File: src/rtl/regfile_sb.sv
// Scoreboarded integer register file: x0 reads as zero, per-register busy bits.
// Define REGFILE_BYPASS_EN to forward an in-flight writeback to the read ports.
module regfile_sb #(
   parameter  int XLEN    = 32,
   parameter  int NREGS   = 32,
   parameter  int NRPORTS = 2,
   localparam int AW      = $clog2(NREGS)
) (
   input  logic                    clk,
   input  logic                    rst_n,
   input  logic [NRPORTS*AW-1:0]   rs_addr,
   output logic [NRPORTS*XLEN-1:0] rs_data,
   output logic [NRPORTS-1:0]      rs_busy,
   input  logic                    w_en,
   input  logic [AW-1:0]           w_addr,
   input  logic [XLEN-1:0]         w_data,
   input  logic                    rsv_en,
   input  logic [AW-1:0]           rsv_addr,
   output logic [NREGS-1:0]        busy_vec
);

   // Only registers 1..NREGS-1 are stored; address decode by equality means
   // index 0 and out-of-range addresses never match anything.
   logic [XLEN-1:0]  mem_q [1:NREGS-1];
   logic [XLEN-1:0]  mem_d [1:NREGS-1];
   logic [NREGS-1:0] busy_q, busy_d;

   always_comb begin
      mem_d  = mem_q;
      busy_d = busy_q;
      for (int unsigned i = 1; i < NREGS; i++) begin
         if (w_en && (w_addr == AW'(i))) begin
            mem_d[i]  = w_data;
            busy_d[i] = 1'b0;
         end
         // Reservation applied last so a newer producer keeps the register busy.
         if (rsv_en && (rsv_addr == AW'(i))) begin
            busy_d[i] = 1'b1;
         end
      end
   end

   always_ff @(posedge clk or negedge rst_n) begin
      if (!rst_n) begin
         for (int unsigned i = 1; i < NREGS; i++) begin
            mem_q[i] <= '0;
         end
         busy_q <= '0;
      end else begin
         mem_q  <= mem_d;
         busy_q <= busy_d;
      end
   end

   assign busy_vec = busy_q;

`ifdef REGFILE_BYPASS_EN
   function automatic logic addr_valid(input logic [AW-1:0] a);
      addr_valid = 1'b0;
      for (int unsigned i = 1; i < NREGS; i++) begin
         if (a == AW'(i)) addr_valid = 1'b1;
      end
   endfunction
`endif

   always_comb begin
      rs_data = '0;
      rs_busy = '0;
      for (int unsigned p = 0; p < NRPORTS; p++) begin
         for (int unsigned i = 1; i < NREGS; i++) begin
            if (rs_addr[p*AW +: AW] == AW'(i)) begin
               rs_data[p*XLEN +: XLEN] = mem_q[i];
               rs_busy[p]              = busy_q[i];
            end
         end
`ifdef REGFILE_BYPASS_EN
         if (rst_n && w_en && addr_valid(w_addr) && (w_addr == rs_addr[p*AW +: AW])) begin
            rs_data[p*XLEN +: XLEN] = w_data;
            rs_busy[p]              = 1'b0;
         end
`endif
      end
   end

endmodule

File: config.mk
export PLATFORM = sky130hd
export DESIGN_NAME = regfile_sb
export DESIGN_NICKNAME = d
export VERILOG_FILES = /design/src/rtl/regfile_sb.sv
export SDC_FILE = /design/constraint.sdc
export NUM_CORES = 2
export LEC_CHECK = 0
export BUFFER_PORTS_ARGS = -buffer_cell sky130_fd_sc_hd__buf_2
export CAP_MARGIN = 20
export CELL_PAD_IN_SITES_DETAIL_PLACEMENT = 1
export CELL_PAD_IN_SITES_GLOBAL_PLACEMENT = 2
export CORE_UTILIZATION = 30
export CTS_CLUSTER_DIAMETER = 120
export CTS_CLUSTER_SIZE = 20
export DETAILED_ROUTE_END_ITERATION = 8
export HOLD_SLACK_MARGIN = 0.06
export PLACE_DENSITY_LB_ADDON = 0.1
export SYNTH_ARGS = -nofsm -noshare
export SYNTH_HDL_FRONTEND = slang
export SYNTH_SLANG_ARGS = --single-unit
export TNS_END_PERCENT = 10
File: constraint.sdc
create_clock -name clk -period 8.7 [get_ports clk]
set_clock_uncertainty 0.05 [all_clocks]
set_input_delay 1.74 -clock clk [delete_from_list [all_inputs] [get_ports clk]]
set_output_delay 1.74 -clock clk [all_outputs]
set_load 0.02 [all_outputs]
### After elaboration in Yosys (flattened, before gate mapping)

Index checks and enable logic that the tools add are counted.

* reduce and logical (&&, ||, !) cells: 93
* equality and inequality tests: 124
* multiplexer cells: 186

Operators with widths (number)
* $mux 32: 62
* $eq 5x5->1 const B: 64
* $eq 5x4->1 const B: 32
* $mux 1: 124
* $eq 5x3->1 const B: 16
* $logic_and 1x1->1: 62
* $reduce_bool 2->1: 31
* $eq 5x2->1 const B: 8
* $eq 5x1->1 const B: 4

* word-level logic and storage cells: 465
* output and inout bits: 98
* bits in registers: 1023

### Depth between registers and ports, before layout

* depth in word-level cells: 32
* gate-level depth with buffers: 12
* gate-level depth less buffers: 6

### Worst setup path after synthesis

No wires, ideal clock.

* path type: input port to output port
* start point: in rs_addr[6]
* end point: out rs_data[56]
* cell stages on the path: 11
* arrival: 3636 ps
* data required time: 6910 ps
* setup slack: 3274 ps
* path buffers: 5
* path through: buf_2 -> clkbuf_2 -> buf_6 -> buf_2 -> buf_2 -> o21ai_0 -> a2bb2oi_1 -> a21oi_1 -> o31ai_1 -> a21oi_1 -> o21ai_0

* cells in the longest elaborated chain, start to end: 32
* elaborated cells on any way between the ends: 62

RTL lines
* from (decl): RTL line 11 `input logic [NRPORTS*AW-1:0] rs_addr,`
* $eq 5x1->1: RTL line 71 `if (rs_addr[p*AW +: AW] == AW'(i)) begin`
* $mux 32 (30 in a row): RTL line 71
* $mux 32 (*): RTL line 71
* to (decl): RTL line 12 `output logic [NRPORTS*XLEN-1:0] rs_data,`

Mark *: on every way between the ends. The rest lies on a longest branch, timed or not.

### Final worst setup path

* start point: in rs_addr[2]
* end point: out rs_data[14]

The elaborated chain is that of the path after synthesis.

==> results by stage <==
Status:
- The flow ran to the end, and the final reports show no timing, DRC or antenna violations.

GRT:
- The number of global-route vias before repair is 51.1k.
- The initial antenna violation count was 37.
- The pin count of the biggest net entering global routing is 164.
- The first-pass GRT wire length is 464 mm.
- The total routing resource utilization after global routing is 33.8%.
- The remaining global-route overflow is 0.

Logic synthesis:
- The synthesized design devotes to its leading area cell type 43.8% of total area.
- Of all flip-flops after synthesis, the portion carrying an async set or reset was 100%.
- A synthesized cell averages 10.6 sq um.
- The primary flip-flop cell chosen by synthesis mapping is sky130_fd_sc_hd__dfrtp_1.
- After synthesis, flip-flops and latches occupy 43.8% of the total area.
- After synthesis the netlist holds a flip-flop and latch count of 1023.
- The total nets after synthesis is 5589.
- Sorting the synthesized cells by area gives the leading types as sky130_fd_sc_hd__dfrtp_1 44%, sky130_fd_sc_hd__mux2_2 21%, sky130_fd_sc_hd__o21ai_0 3.7%.
- The cell type with the highest aggregate area in the netlist is sky130_fd_sc_hd__dfrtp_1.
- In the post-synthesis netlist, the cell with the most instances is sky130_fd_sc_hd__mux2_2.
- Synthesis instantiated 94 different standard cells from the library.
- For this run, the number of Yosys warnings is 0.
- The commonest cells after synthesis are 1080 x sky130_fd_sc_hd__mux2_2, 1023 x sky130_fd_sc_hd__dfrtp_1, 429 x sky130_fd_sc_hd__o21ai_0, 372 x sky130_fd_sc_hd__a21oi_1, 290 x sky130_fd_sc_hd__clkbuf_1.
- Counting flops with a built-in enable in the synthesized netlist gives 0.
- The synthesized instance count is 5533.
- After synthesis the cells add up to 58400 sq um.

Die:
- The site row count is 161.
- In this run the count of I/O pins placed on the die edge is 154.
- The region available for standard cell placement spans 193000 sq um.
- The initial utilization of the core area, before any placement, comes to 30.3%.
- The floorplan die height is 443 um.
- The floorplan step defined a die boundary enclosing 197000 sq um.
- The floorplan step set the die width to 443 um.

Clocking:
- At the later pin of the worst-skew pair, clock insertion delay measures 770 ps.
- CTS saw 1023 sinks.
- TritonCTS built the clock tree.
- After clock tree synthesis, the setup repair step added 0 buffers.
- The clock edge transition at the registers on the reported setup and hold paths is 90 ps.
- The longest clock path from root to sink contains 3 buffers.
- The number of buffers created by CTS is 57.
- The root buffer cell chosen for the clock tree is sky130_fd_sc_hd__clkbuf_16.
- The H-tree was split into 2 levels.
- After clock tree synthesis, the repair step resized 0 gates.
- The hold-fix buffer count after cts is 0.

Worst setup path:
- The worst setup path is captured at a primary output.
- The sort of element at the start of the critical path is an input pin.
- The slowest stage of the critical path belongs to the cell sky130_fd_sc_hd__nor4b_1.
- For the worst setup path, the data arrival time is 5920 ps.
- For this run, the slowest stage of the critical path takes 1060 ps.
- The most common cell type on the critical path is sky130_fd_sc_hd__buf_4.
- The critical path class is in2out.
- Of all nets on the critical path, the largest fanout is 50.
- The required time at the endpoint of the critical path is 6910 ps.
- Traced cell by cell, the critical path runs through buf_4, buf_12, nand2b_1, buf_4, buf_4, o21a_1, nor3_1, nor4b_1, o21ai_0, a21oi_1, buf_2.

Routing:
- The count of TritonRoute iterations in the first routing pass is 9.
- In the routed layout, each cell is associated on average with a via count of 6.42.
- Summed over all layers, the routed wires come to 340 mm.
- The violation count after the first detailed-route iteration is 5768.
- The antenna violation net count after detailed routing is 0.
- The DRC violation count after routing is 0.
- The final routed wire length divided by cell count is 42.3 um.
- The total number of vias is 51.5k.

Power:
- The leakage power is 27.1 nW.
- Power spread over the standard cell area amounts to 200 nW/um^2.
- The worst vdd rail ir drop is 154 uV.

Finish:
- The net count of the finished layout is 5529.
- The share of final-layout standard cells stronger than drive strength 1 is 31.7%.
- The synthesis-to-finish area growth is 9.95%.

Timing:
- For the final routed database, the setup TNS stands at 0 ps.
- Setup repair after global routing left no endpoint under its margin.
- The final worst-path setup slack is 989 ps.
- The worst slew margin relative to its limit is 10.8%.
- The max-slew violation total from the final report is 0.
- The peak clock frequency supported by timing is 0.130 GHz.
- The slew of the pin with the lowest slew margin is 1320 ps.
- The number of hold violations in the final report came to 0.
- Counting I/O delays and the setup requirement, the final critical path takes 7710 ps.
- The fraction of the cycle the final worst path needs is 88.6%.
- Setup violations remaining at the end of the flow were counted as 0.

Worst hold path:
- The tightest min-delay check is of the reg2reg type.

Place:
- The detailed placement HPWL is 234 mm.
- At the end of routability-driven placement, the weighted congestion stood at 0.931.
- The count of input and output buffers is 152.
- The pre-CTS worst setup slack is 1220 ps.

Flow run:
- Across the run, the number of max-cap violations was 0.
area by class of cell:
cell class	instances	area, sq um
fill	21200	129000
multi-input combinational	3894	30400
sequential	1023	25600
timing repair buffer	451	3350
tap	2526	3160
clock buffer	58	1430
inverter	46	174
antenna	21	52.6
clock inverter	3	46.3
cells by family (layout without fill, tap and decap cells):
group | after synthesis | in the layout | synth area share [%]
mux | 1294 | 1294 | 24.8
flops | 1023 | 1023 | 43.8
buf+inv | 616 | 558 | 4.63
simple gates | 909 | 909 | 7.90
compound gates | 1689 | 1689 | 18.8
other cells | 1 | 22 | 0.00642
xor+xnor | 1 | 1 | 0.0150
state kept, by name, summed over array words and instances, names as in the netlist:
name,flops
busy_vec,31
mem_q,992
layout by cell type (no fill, tap or decap), drive strengths merged, types with 46 or more instances in the layout:
| cell | count |
|---|---|
| buf | 450 |
| a211oi | 58 |
| nand2 | 228 |
| nand3 | 69 |
| a21oi | 372 |
| nor3 | 104 |
| o21ai | 433 |
| dfrtp | 1023 |
| o221ai | 46 |
| a221oi | 51 |
| o22ai | 181 |
| nor2 | 245 |
| mux2 | 1080 |
| a22oi | 115 |
| clkbuf | 58 |
| mux2i | 197 |
worst max-delay path, delay by kind of cell:
family                 cells  cell delay [ps]
and+or+nand+nor            3             1640
AOI/OAI and AO/OA          3             1020
buffers and inverters      5             1470
worst paths after layout:
check,cells after the start,end,slack [ps],startpoint
hold / removal,1,mem_q[734]$_DFFE_PN0P_,470,mem_q[734]$_DFFE_PN0P_
hold reg to reg,1,mem_q[734]$_DFFE_PN0P_,470,mem_q[734]$_DFFE_PN0P_
setup reg to reg,1,mem_q[295]$_DFFE_PN0P_,7640,mem_q[295]$_DFFE_PN0P_
max in group asynchronous,3,mem_q[722]$_DFFE_PN0P_,5710,rst_n
min in group asynchronous,1,mem_q[25]$_DFFE_PN0P_,840,rst_n
setup / recovery,11,rs_data[14],990,rs_addr[2]
stage by stage:
stage / cells / utilization, % / hold WS [ps] / total power [W] / instance area, sq um
after floorplan: 5533 / - / 429 / 0.00821 / 58400
after detailed placement: 7936 / 32.5 / 448 / 0.00976 / 62700
after global routing: 8006 / 33.3 / 492 / 0.0133 / 64200
after CTS: 7997 / 33.2 / 470 / 0.0128 / 64100
after global placement: 7930 / 32.4 / 442 / 0.00968 / 62600
final: 8022 / 33.3 / 465 / 0.0128 / 64200
power breakdown:
group	total, W	internal [W]	leakage, nW	switching [W]
logic	0.00315	0.00134	13.3	0.00181
registers	0.00661	0.00569	13.0	0.000922
clock network	0.00306	0.00120	0.723	0.00186
total	0.0128	0.00822	27.1	0.00460
layer usage:
metal	vias up	global-route usage, %	routed length, um
li1	20700	-	-
met1	27900	47.8	151000
met2	2339	50.3	148000
met3	551	6.07	24900
met4	12	14.2	15500
met5	-	0	78
Power figures use the tool's default switching activity.
